===== src/rtl/trace_sequencer_pkg.sv =====
// trace_sequencer_pkg: FSM state type and default widths shared with the trace ROM and cache
package trace_sequencer_pkg;
    localparam int DEF_ADDR_W = 16;
    localparam int DEF_DATA_W = 32;
    typedef enum logic [2:0] {IDLE, FETCH, ISSUE, WAIT, DONE} state_t;
endpackage


===== src/rtl/trace_sequencer_sat_counter.sv =====
// sat_counter: clearable up-counter that sticks at its maximum instead of wrapping
module sat_counter #(
    parameter int COUNT_W = 16
) (
    input  logic               clk,
    input  logic               rst,
    input  logic               clear,
    input  logic               inc,
    output logic [COUNT_W-1:0] count
);
    always_ff @(posedge clk) begin
        if (rst || clear) count <= '0;
        else if (inc && count != '1) count <= count + 1'b1;
    end
endmodule


===== src/rtl/trace_sequencer.sv =====
// trace_sequencer: replays trace ROM entries 0..TRACE_LEN-1 into the cache, one outstanding request
// at a time, and tallies hit/miss/reference statistics.
module trace_sequencer
    import trace_sequencer_pkg::*;
#(
    parameter int ADDR_W    = DEF_ADDR_W,
    parameter int DATA_W    = DEF_DATA_W,
    parameter int TRACE_LEN = 6,
    parameter int COUNT_W   = 16
) (
    input  logic               clk,
    input  logic               rst,
    input  logic               start,
    output logic [ADDR_W-1:0]  trace_addr,
    input  logic [DATA_W-1:0]  trace_ref,
    output logic               req_valid,
    output logic [DATA_W-1:0]  req_addr,
    input  logic               req_ready,
    input  logic               resp_valid,
    input  logic               resp_hit,
    output logic               busy,
    output logic               done,
    output logic [COUNT_W-1:0] ref_count,
    output logic [COUNT_W-1:0] hit_count,
    output logic [COUNT_W-1:0] miss_count
);
    // Truncation only matters for TRACE_LEN=0, where WAIT is never reached.
    localparam logic [ADDR_W-1:0] LAST = ADDR_W'(TRACE_LEN - 1);
    state_t state;
    logic   restart, resp_take;
    assign restart   = (state == IDLE || state == DONE) && start;
    assign resp_take = state == WAIT && resp_valid;
    always_ff @(posedge clk) begin
        if (rst) begin
            state      <= IDLE;
            trace_addr <= '0;
            req_valid  <= 1'b0;
            req_addr   <= '0;
            busy       <= 1'b0;
            done       <= 1'b0;
        end else begin
            case (state)
                IDLE, DONE: if (start) begin
                    trace_addr <= '0;
                    busy       <= TRACE_LEN != 0;
                    done       <= TRACE_LEN == 0;
                    state      <= TRACE_LEN == 0 ? DONE : FETCH;
                end
                FETCH: begin
                    req_addr  <= trace_ref;
                    req_valid <= 1'b1;
                    state     <= ISSUE;
                end
                ISSUE: if (req_ready) begin
                    req_valid <= 1'b0;
                    state     <= WAIT;
                end
                WAIT: if (resp_valid) begin
                    if (trace_addr == LAST) begin
                        busy  <= 1'b0;
                        done  <= 1'b1;
                        state <= DONE;
                    end else begin
                        trace_addr <= trace_addr + 1'b1;
                        state      <= FETCH;
                    end
                end
                default: state <= IDLE;
            endcase
        end
    end
    sat_counter #(.COUNT_W(COUNT_W)) u_ref  (.clk(clk), .rst(rst), .clear(restart), .inc(resp_take), .count(ref_count));
    sat_counter #(.COUNT_W(COUNT_W)) u_hit  (.clk(clk), .rst(rst), .clear(restart), .inc(resp_take && resp_hit), .count(hit_count));
    sat_counter #(.COUNT_W(COUNT_W)) u_miss (.clk(clk), .rst(rst), .clear(restart), .inc(resp_take && !resp_hit), .count(miss_count));
endmodule

===== config.mk =====
export PLATFORM = sky130hd
export DESIGN_NAME = trace_sequencer
export DESIGN_NICKNAME = d
export VERILOG_FILES = /design/src/rtl/trace_sequencer_pkg.sv /design/src/rtl/trace_sequencer_sat_counter.sv /design/src/rtl/trace_sequencer.sv
export SDC_FILE = /design/constraint.sdc
export NUM_CORES = 1
export LEC_CHECK = 0
export BUFFER_PORTS_ARGS = -buffer_cell sky130_fd_sc_hd__buf_2
export CAP_MARGIN = 10
export CORE_MARGIN = 10
export CORE_UTILIZATION = 55
export CTS_BUF_LIST = sky130_fd_sc_hd__clkbuf_8
export CTS_CLUSTER_DIAMETER = 200
export DETAILED_ROUTE_END_ITERATION = 8
export PLACE_DENSITY = 0.88
export SYNTH_ARGS = -nofsm -noshare
export SYNTH_HDL_FRONTEND = slang
export SYNTH_SLANG_ARGS = --single-unit

===== constraint.sdc =====
create_clock -name clk -period 3.7 [get_ports clk]
set_input_delay 0.555 -clock clk [delete_from_list [all_inputs] [get_ports clk]]
set_output_delay 0.555 -clock clk [all_outputs]
set_load 0.005 [all_outputs]

==> results of run 1 <==
layer usage:
layer | part of all wire (%) | up-vias | wire, um
li1 | - | 2200 | -
met1 | 40 | 2069 | 4833
met2 | 48 | 153 | 5737
met3 | 10 | 17 | 1257
met4 | 1.4 | 0 | 174
met5 | 0 | - | 0
kinds of logic (layout without fill, tap and decap cells):
family                   after synthesis  after routing  share of synthesized area [%]
adder cells (fa/ha/maj)                5              5                          1.358
buffers and inverters                 36            160                          3.095
XOR/XNOR                              44             44                          8.363
flip-flops                           102            102                          44.31
AO/OA/AOI/OAI                         83             83                          10.48
multiplexers                           3              3                         0.6517
AND/OR/NAND/NOR                      290            290                          31.74
area by class of cell:
class,instances,area [um2]
well taps,105,131.4
inverters,6,22.52
clock inverters,6,76.32
fillers,696,2644
repair buffers,138,695.7
clock buffers,10,137.6
multi-input cells,425,2426
flip-flops and latches,102,2042
flip-flops by register name (all words and copies together) (netlist names):
register,flops
trace_addr,16
u_ref.count,16
req_valid,1
busy,1
req_addr,32
state,3
u_miss.count,16
done,1
u_hit.count,16
power by group through the flow:
stage,registers [mW],logic [mW],clock network (mW)
6_report,1.18,0.276,0.744
5_1_grt,1.19,0.312,0.806
4_1_cts,1.18,0.278,0.761
3_5_place_dp,1.21,0.278,0
3_3_place_gp,1.20,0.269,0
2_1_floorplan,1.20,0.174,0
critical path: stages, from the launching register on:
cell and delay [ns]:
dfxtp_1 0.56, nand4b_1 0.53, or4_1 0.86, nor4b_4 0.31
xnor2_1 0.15, nor2_1 0.06
worst max path at each step:
stage,endpoint,slack [ns]
global route,u_hit.count[8]$_SDFFE_PP0P_,0.85
global placement,u_hit.count[11]$_SDFFE_PP0P_,1.09
floorplan,trace_addr[2]$_SDFFE_PP0P_,1.81
CTS,u_hit.count[11]$_SDFFE_PP0P_,1.13
finish,u_hit.count[11]$_SDFFE_PP0P_,1.11
detailed placement,u_hit.count[11]$_SDFFE_PP0P_,1.03
cell usage after synthesis (all sizes together) (9+ instances only):
master and n:
dfxtp 102, o21ai 16, a21oi 46, nand3 31
xor2 19, nand4 18, and3 9, nand2 91
xnor2 25, nor2 75, clkbuf 23, nor4 9
metrics by stage:
step	setup slack [ns]	hold WS [ns]	util (%)	power [mW]	instance area [um2]
finish	1.108	0.4171	67.66	2.204	5532
global route	0.8549	0.4141	67.66	2.310	5532
CTS	1.135	0.4000	67.66	2.222	5532
detailed placement	1.031	0.4438	65.04	1.486	5318
global placement	1.094	0.4393	65.04	1.474	5318
floorplan	1.809	0.4527	-	1.378	4608
cell usage in the layout (no fill, tap or decap), types with 2 or more instances in the layout:
cell,synthesis,layout
buf_2,5,136
dfxtp_1,102,102
nand2_1,91,91
nor2_1,75,75
a21oi_1,46,46
nand3_1,31,31
xnor2_1,25,25
xor2_1,19,19
nand4_1,18,18
o21ai_0,16,16
clkbuf_8,0,10
and3_1,9,9
and4_1,8,8
nor3_1,8,8
nor4_1,7,7
nor3b_1,7,7
inv_1,6,6
nand4b_1,6,6
nor4b_1,5,5
ha_1,5,5
and2_1,4,4
or3_1,4,4
a31oi_1,4,4
nand2b_1,4,3
mux2i_1,3,3
or4_1,2,2
o31ai_1,2,2
nor2b_1,2,2
and4b_1,2,2
nand3b_1,2,2
a21o_1,2,2
o22ai_1,2,2
inv_8,0,2
clkinvlp_4,0,2
buf_4,0,2
==> impl_metrics.py, run 1 <==
metrics = {
    "status": {
        "outcome": "finished, final reports clean",
    },
    "layout": {
        "syn_to_final_growth_pct": 20.04,
        "num_antenna_cells": 0,
        "finalNetCount": 725,
        "stdcell_count": 792,
        "drive_gt1_share_pct": 23.29,
    },
    "critical_path": {
        "worstPathRequired_ns": 3.93,
        "critPathMaxFanout": 14,
        "start_kind": "flip-flop",
        "reg2reg_from": "state[1]$_SDFFE_PP0P_",
        "setup.worst_path.start": "state[1]$_SDFFE_PP0P_",
        "rr_endpoint": "u_hit.count[11]$_SDFFE_PP0P_",
        "reg2reg_depth": 5,
        "r2r_slack_ns": 1.11,
        "arrival_ns": 2.82,
        "critPathCaptureType": "flip-flop",
        "worstSetupPathType": "flip-flop to flip-flop",
    },
    "clock_network": {
        "cts_tree": "yes",
        "post_cts_buffers": 0,
        "cts_hold_buf": 0,
        "clk_pin_slew_ns": 0.10,
        "htree_levels": 3,
        "numCtsBuffers": 9,
        "root_buffer": "clkbuf_8",
        "cts_max_path_buffers": 2,
        "clock_latency_ns": 0.37,
        "cts_resized": 0,
        "numClockSinks": 102,
    },
    "grt": {
        "first_global_vias": 4208,
        "use_met2_pct": 30.32,
        "grtUsageTotal_pct": 18.24,
        "grt_max_degree": 45,
        "grt-busiest-layer": "met2",
        "met3_usage_pct": 8.642,
        "antenna_found_initial": 0,
        "gr-total-overflow": 0,
        "grt_pass1_wl_mm": 19.72,
        "grt_use_met1_pct": 20.12,
    },
    "timing": {
        "skew_ns": 0.01376,
        "setup_viol": 0,
        "finalHoldViolations": 0,
        "finalCriticalPeriod_ns": 2.592,
        "fin_crit_sh_pct": 70.04,
        "rsz0062_at_grt": "no",
        "slew_headroom_pct": 25.76,
        "finalSetupTns_ns": 0,
        "tightest_slew_ns": 1.114,
        "slew_viol_final": 0,
        "fmaxAchievable_mhz": 385.9,
    },
    "pwr": {
        "p_clk_share_pct": 33.8,
        "pwr-share-comb_pct": 12.5,
        "p_sw_uw": 612.1,
        "irDropWorstVdd_mv": 0.3043,
        "p_int_mw": 1.592,
        "seqPwrFrac_pct": 53.7,
        "p_leak_nw": 2.282,
        "powerDensity_nw_per_um2": 398.4,
        "switching_share_pct": 27.77,
    },
    "yosys": {
        "synth-main-ff-cell": "dfxtp_1",
        "yosysWarnings": 0,
        "seq_area_frac_synth_pct": 44.31,
        "netlist_instances": 563,
        "synth-seq-cells": 102,
        "syn_nets": 606,
        "synth_top_area_share_pct": 44.31,
        "syn_area_per_cell_um2": 8.185,
        "ys_top_cells_by_area": "dfxtp_1, nand2_1, nor2_1",
        "synthArstFlopShare_pct": 0,
        "synth-edff-count": 0,
        "synth_top_area_cell": "dfxtp_1",
        "synth_area_um2": 4608,
        "synth_cell_types": 50,
    },
    "min_path": {
        "hold_path.class": "input pin to flip-flop",
        "whs_endpoint": "req_addr[10]$_SDFFE_PP0P_",
        "hold_depth": 3,
        "min_from": "trace_ref[10]",
    },
    "floorplanning": {
        "initial_core_util_pct": 56.37,
        "die_x_um": 111.5,
        "num_io_pins": 137,
        "core_area_um2": 8175,
        "die-area_um2": 12440,
        "num_rows": 33,
        "dieHeight_um": 111.5,
    },
    "routing": {
        "wl_mm": 12.00,
        "wl_per_cell_um": 15.16,
        "drt_iter0_drc": 182,
        "firstDrtPassIters": 4,
        "route.detailed.drc": 0,
        "num_vias": 4439,
        "ant_nets": 0,
        "viasPerCell": 5.605,
    },
    "place": {
        "routabilityCongestion": 0.8547,
        "hpwlAfterDp_mm": 9.109,
        "placement.io_buffers": 136,
        "dp_cells": 776,
    },
    "flow_run": {
        "cap_violations": 0,
    },
}
Note: power is estimated with default switching activity, not from simulation.
==> inputs of run 2 (changes only) <==
- ABC_AREA: not set -> 1
- PLACE_DENSITY: 0.88 -> 0.87
- clock period: 3.7 -> 2.55 ns (I/O delays scaled with it)
==> run 2 against run 1 <==
Sequential power is 46% higher. Hold slack worse by 0.16 ns. Via count increased by 20%. Highest routed layer unchanged. Critical path depth increased by 4. Combinational power increased by 92%. Critical endpoint is now u_hit.count[10]$_SDFFE_PP0P_.
==> impl_metrics.py, run 2 <==
metrics = {
    "status": {
        "outcome": "finished, final reports clean",
    },
    "timing": {
        "fin_crit_sh_pct": 76.66,
        "tightest_slew_ns": 0.6263,
        "slew_viol_final": 0,
        "finalSetupTns_ns": 0,
        "finalHoldViolations": 0,
        "slew_headroom_pct": 58.19,
        "fmaxAchievable_mhz": 511.5,
        "setup_viol": 0,
        "finalCriticalPeriod_ns": 1.955,
        "skew_ns": 0.01936,
        "rsz0062_at_grt": "no",
        "holdWs_ns": 0.2563,
    },
    "routing": {
        "viasPerCell": 4.996,
        "wl_per_cell_um": 12.56,
        "wl_met2_mm": 6.058,
        "drt_iter0_drc": 470,
        "num_vias": 5326,
        "top_layer_used": "met4",
        "met3_length_mm": 1.345,
        "route.detailed.drc": 0,
        "firstDrtPassIters": 7,
        "ant_nets": 0,
        "drt-met1-wl_mm": 5.929,
        "wl_mm": 13.39,
    },
    "layout": {
        "nFillCells": 863,
        "final_cell_mix": "nand2_1, buf_2, dfxtp_1",
        "syn_to_final_growth_pct": 17.25,
        "largest_reg_flops": 32,
        "top_register": "req_addr",
        "num_antenna_cells": 0,
        "finalNetCount": 975,
        "stdcell_area_um2": 6158,
        "layout_commonest_cell": "nand2_1",
        "drive_gt1_share_pct": 18.78,
    },
    "flow_run": {
        "cap_violations": 0,
    },
    "clock_network": {
        "cts_tree": "yes",
        "numClockSinks": 102,
        "clk_pin_slew_ns": 0.12,
        "cts_hold_buf": 0,
        "clock_latency_ns": 0.36,
        "root_buffer": "clkbuf_8",
        "cts_resized": 0,
        "numCtsBuffers": 9,
        "post_cts_buffers": 0,
        "cts_max_path_buffers": 2,
        "htree_levels": 3,
    },
    "pwr": {
        "p_clk_share_pct": 30.2,
        "seqPwrFrac_pct": 53.4,
        "switching_share_pct": 30.91,
        "p_leak_nw": 2.619,
        "powerDensity_nw_per_um2": 523.3,
        "irDropWorstVdd_mv": 0.3875,
        "finalPower_mw": 3.223,
        "p_sw_uw": 996.2,
        "p_int_mw": 2.227,
        "pwr-share-comb_pct": 16.4,
    },
    "floorplanning": {
        "dieHeight_um": 117.7,
        "num_rows": 35,
        "die-area_um2": 13860,
        "num_io_pins": 137,
        "core_area_um2": 9284,
        "initial_core_util_pct": 56.58,
        "die_x_um": 117.7,
    },
    "yosys": {
        "synth-seq-cells": 102,
        "yosysWarnings": 0,
        "synthArstFlopShare_pct": 0,
        "syn_area_per_cell_um2": 6.525,
        "synth.most_common_cell": "nand2_1",
        "netlist_instances": 805,
        "synthTopCellsByCount": "nand2_1, dfxtp_1, nor2_1",
        "synth_top_area_share_pct": 38.88,
        "ys_top_cells_by_area": "dfxtp_1, nand2_1, a21oi_1",
        "synth_area_um2": 5253,
        "syn_nets": 848,
        "seq_area_frac_synth_pct": 38.88,
        "synth_top_area_cell": "dfxtp_1",
        "synth_cell_types": 33,
        "synth-main-ff-cell": "dfxtp_1",
        "synth-edff-count": 0,
    },
    "grt": {
        "gr-total-overflow": 0,
        "antenna_found_initial": 0,
        "grtUsageTotal_pct": 18.67,
        "grt_pass1_wl_mm": 22.67,
        "grt_max_degree": 52,
        "first_global_vias": 4796,
    },
    "place": {
        "hpwlAfterDp_mm": 9.949,
        "routabilityCongestion": 0.8983,
        "dpl_cell_area_um2": 5973,
        "placement.io_buffers": 136,
    },
    "critical_path": {
        "start_kind": "flip-flop",
        "arrival_ns": 2.16,
        "critPathCaptureType": "flip-flop",
        "critPathMaxFanout": 25,
        "worstPathRequired_ns": 2.76,
        "worstSetupPathType": "flip-flop to flip-flop",
    },
    "min_path": {
        "hold_path.class": "input pin to flip-flop",
    },
}
[run 2: changes by cell type in the layout (fill, tap and decap cells not counted), moves of 6 or more]
cell / delta
xor2_1: -11
nor3b_1: -6
nand4b_1: -6
and4_1: -8
and3_1: -9
nor4_1: -7
nand3_1: +19
nor2_1: +23
nand2_1: +190
a21oi_1: +46
inv_1: +66
xnor2_1: -18
o21ai_0: -7
[run 2: cells by family after synthesis]
group	count (synthesis)	synth area share, %
adders and majority gates	5	1.191
xor gates and xnor gates	15	2.501
buffers and inverters	100	8.385
and+or+nand+nor	478	38.85
AOI/OAI and AO/OA	105	10.20
DFF	102	38.88
[run 2: final timing paths]
kind / slack, ns / end / startpoint / depth (start not counted)
min reg2reg: 0.46 / req_addr[6]$_SDFFE_PP0P_ / req_addr[6]$_SDFFE_PP0P_ / 2
min: 0.26 / req_addr[3]$_SDFFE_PP0P_ / trace_ref[3] / 3
max reg2reg: 0.60 / u_hit.count[10]$_SDFFE_PP0P_ / u_hit.count[0]$_SDFFE_PP0P_ / 9
max: 0.60 / u_hit.count[10]$_SDFFE_PP0P_ / u_hit.count[0]$_SDFFE_PP0P_ / 9
[run 2: critical path, stage by stage, from the launching register on]
cell and delay, ns:
dfxtp_1 0.37, ha_1 0.27, nand2_1 0.11, nor2_1 0.07
nand2_1 0.10, nor2_1 0.08, nor2_4 0.39, inv_1 0.25
nand2_1 0.11, a21oi_1 0.07
[run 2: power by group through the flow]
stage	clock network (mW)	registers, mW	logic, mW
floorplan	0	1.76	0.364
global placement	0	1.75	0.528
detailed placement	0	1.75	0.530
CTS	1.00	1.72	0.534
global route	1.08	1.73	0.599
finish	0.974	1.72	0.529
[run 2: per-layer routing]
metal  global-route usage [%]  up-vias
li1                         -     2806
met2                    29.69      157
met4                    3.323        0
met1                    22.94     2356
met5                        0        -
met3                    8.345        7
[run 2: final cells by class]
type	count	area [um2]	area share, %
repair buffers	141	718.2	11.66
well taps	129	161.4	2.621
multi-input cells	603	2770	44.98
inverters	75	281.5	4.571
clock inverters	7	61.31	0.9955
flip-flops and latches	102	2042	33.16
clock buffers	9	123.9	2.011
[run 2: per-stage QoR]
stage	setup WS, ns	instances	util [%]
after floorplan	0.9452	805	-
after global placement	0.7038	1050	64.34
after detailed placement	0.6449	1050	64.34
after CTS	0.6114	1066	66.33
after global routing	0.4075	1066	66.33
final	0.5952	1066	66.33
==> inputs of run 3 (changes only) <==
- ABC_AREA: 1 -> 0
- CORE_UTILIZATION: 55 -> 48
- PLACE_DENSITY: 0.87 -> 0.82
- clock period: 2.55 -> 1.7 ns (I/O delays scaled with it)
==> run 3 against run 2 <==
The flow now finishes with violations (negative setup slack). Via count down 9.3%. First-iteration DRC count down 24%. Worst setup slack worse by 0.62 ns. Hold slack worse by 0.14 ns. Maximum frequency up 13%. Global-route usage up 0.20 points. Non-clock buffer count up 82. Clock power up 54%. Register-to-register slack worse by 0.62 ns. Utilization up 3.2 points. Combinational power up 49%. Power up 50%. Largest cell class unchanged. Largest power group unchanged.
==> impl_metrics.py, run 3 (same netlist as run 1, synthesis figures left out) <==
metrics = {
    "pwr": {
        "powerDensity_nw_per_um2": 751.0,
        "finalPower_mw": 4.847,
        "irDropWorstVdd_mv": 0.4766,
        "p_leak_nw": 2.795,
    },
    "critical_path": {
        "crit_chain": "nand4b_1 -> or4_4 -> nor4b_4 -> xnor2_1 -> nor2_1",
        "r2r_slack_ns": -0.02,
        "critPathCaptureType": "flip-flop",
        "worstSetupPathType": "flip-flop to flip-flop",
        "start_kind": "flip-flop",
        "reg2reg_from": "state[2]$_SDFFE_PP0P_",
        "critPathMaxFanout": 6,
        "arrival_ns": 1.98,
        "setup.worst_path.start": "state[2]$_SDFFE_PP0P_",
        "slowest_stage": "or4_4",
        "worstPathRequired_ns": 1.96,
        "max_stage_delay_ns": 0.65,
    },
    "floorplanning": {
        "num_io_pins": 137,
        "num_rows": 35,
        "core_area_um2": 9284,
        "die-area_um2": 13920,
        "die_x_um": 118.0,
        "dieHeight_um": 118.0,
        "initial_core_util_pct": 49.64,
    },
    "layout": {
        "largest_reg_flops": 32,
        "finalNetCount": 810,
        "nFillCells": 746,
        "layout_commonest_cell": "buf_2",
        "final_cell_mix": "buf_2, dfxtp_1, nand2_1",
        "syn_to_final_growth_pct": 40.05,
        "top_register": "req_addr",
        "drive_gt1_share_pct": 37.05,
    },
    "routing": {
        "wl_per_cell_um": 15.57,
        "num_vias": 4829,
        "firstDrtPassIters": 7,
        "ant_nets": 0,
        "viasPerCell": 5.354,
        "drt_iter0_drc": 358,
        "wl_mm": 14.05,
        "route.detailed.drc": 0,
    },
    "clock_network": {
        "numCtsBuffers": 9,
        "cts_hold_buf": 0,
        "cts_max_path_buffers": 2,
        "root_buffer": "clkbuf_8",
        "numClockSinks": 102,
        "cts_tree": "yes",
        "clk_pin_slew_ns": 0.10,
        "clock_latency_ns": 0.36,
        "htree_levels": 3,
    },
    "timing": {
        "fin_crit_sh_pct": 101.4,
        "slew_viol_final": 0,
        "finalCriticalPeriod_ns": 1.723,
        "setup_ws_ns": -0.02331,
        "setup_viol": 2,
        "fmaxAchievable_mhz": 580.3,
        "tightest_slew_ns": 0.3735,
        "finalHoldViolations": 0,
        "slew_headroom_pct": 75.04,
        "rsz0062_at_grt": "yes",
        "skew_ns": 0.01064,
        "finalSetupTns_ns": -0.03163,
    },
    "flow_run": {
        "cap_violations": 0,
    },
    "grt": {
        "grtUsageTotal_pct": 18.87,
        "gr-total-overflow": 0,
        "antenna_found_initial": 0,
        "grt_max_degree": 33,
        "grt_pass1_wl_mm": 22.71,
        "first_global_vias": 4781,
    },
    "place": {
        "pre_cts_slack_ns": -0.09962,
        "routabilityCongestion": 0.9209,
        "hpwlAfterDp_mm": 10.46,
        "placement.io_buffers": 136,
    },
    "status": {
        "violations": "negative setup slack",
        "outcome": "finished with violations",
    },
    "min_path": {
        "hold_path.class": "input pin to flip-flop",
        "min_from": "trace_ref[27]",
    },
}
-- run 3: cell count changes in the layout (fill, tap and decap cells not counted), sizes merged, moves of 8 or more --
| cell | delta |
|---|---|
| xnor2 | +18 |
| xor2 | +11 |
| inv | -68 |
| and3 | +9 |
| and4 | +8 |
| nor2 | -31 |
| nor4 | +9 |
| buf | +82 |
| a21oi | -46 |
| nand3 | -20 |
| nand2 | -196 |
-- run 3: final timing paths --
| kind | end | cells past startpoint |
|---|---|---|
| worst max-delay path | u_hit.count[11]$_SDFFE_PP0P_ | 5 |
| worst min-delay path | req_addr[27]$_SDFFE_PP0P_ | 3 |
| worst min register to register | req_addr[0]$_SDFFE_PP0P_ | 2 |
| worst max register to register | u_hit.count[11]$_SDFFE_PP0P_ | 5 |
-- run 3: metrics by stage --
| stage | util [%] | cell area (um2) | cells | hold slack (ns) |
|---|---|---|---|---|
| 2_1_floorplan | - | 4636 | 563 | 0.3654 |
| 3_3_place_gp | 64.95 | 6030 | 884 | 0.4391 |
| 3_5_place_dp | 64.95 | 6030 | 884 | 0.4430 |
| 4_1_cts | 67.37 | 6255 | 900 | 0.1045 |
| 5_1_grt | 69.49 | 6451 | 901 | 0.1102 |
| 6_report | 69.51 | 6454 | 902 | 0.1194 |
-- run 3: layout make-up --
type | count | area [um2] | area share [%]
clock inverter | 7 | 66.31 | 1.028
timing repair buffer | 223 | 1370 | 21.23
sequential | 102 | 2056 | 31.85
antenna | 1 | 2.502 | 0.03877
tap | 129 | 161.4 | 2.501
clock buffer | 9 | 123.9 | 1.919
multi-input combinational | 425 | 2651 | 41.08
inverter | 6 | 22.52 | 0.3490
-- run 3: what timing repair did --
action	in CTS	in global routing
setup endpoints to repair	27	52
setup buffers	0	2
pin swaps	4	18
gates resized for setup	8	44
-- run 3: critical path: cells and delay by family, from the launching register on --
kind / cells / cell delay (ns)
simple gates: 4 / 1.16
flops: 1 / 0.33
xor+xnor: 1 / 0.14
-- run 3: report_power, final --
part           leakage, nW  internal [mW]  total, mW  switching [mW]
Combinational         1.87          0.344      0.790           0.447
Clock               0.0982          0.674       1.50           0.826
Sequential           0.831           2.50       2.56          0.0560
-- run 3: metal layers --
metal	vias to the layer above	GRT usage (%)	part of all wire (%)	routed length (um)
met2	153	32.06	49	6926
li1	2360	-	-	-
met3	23	7.194	8.1	1143
met1	2293	21.33	41	5745
met4	0	5.796	1.6	230
met5	-	0	0	0
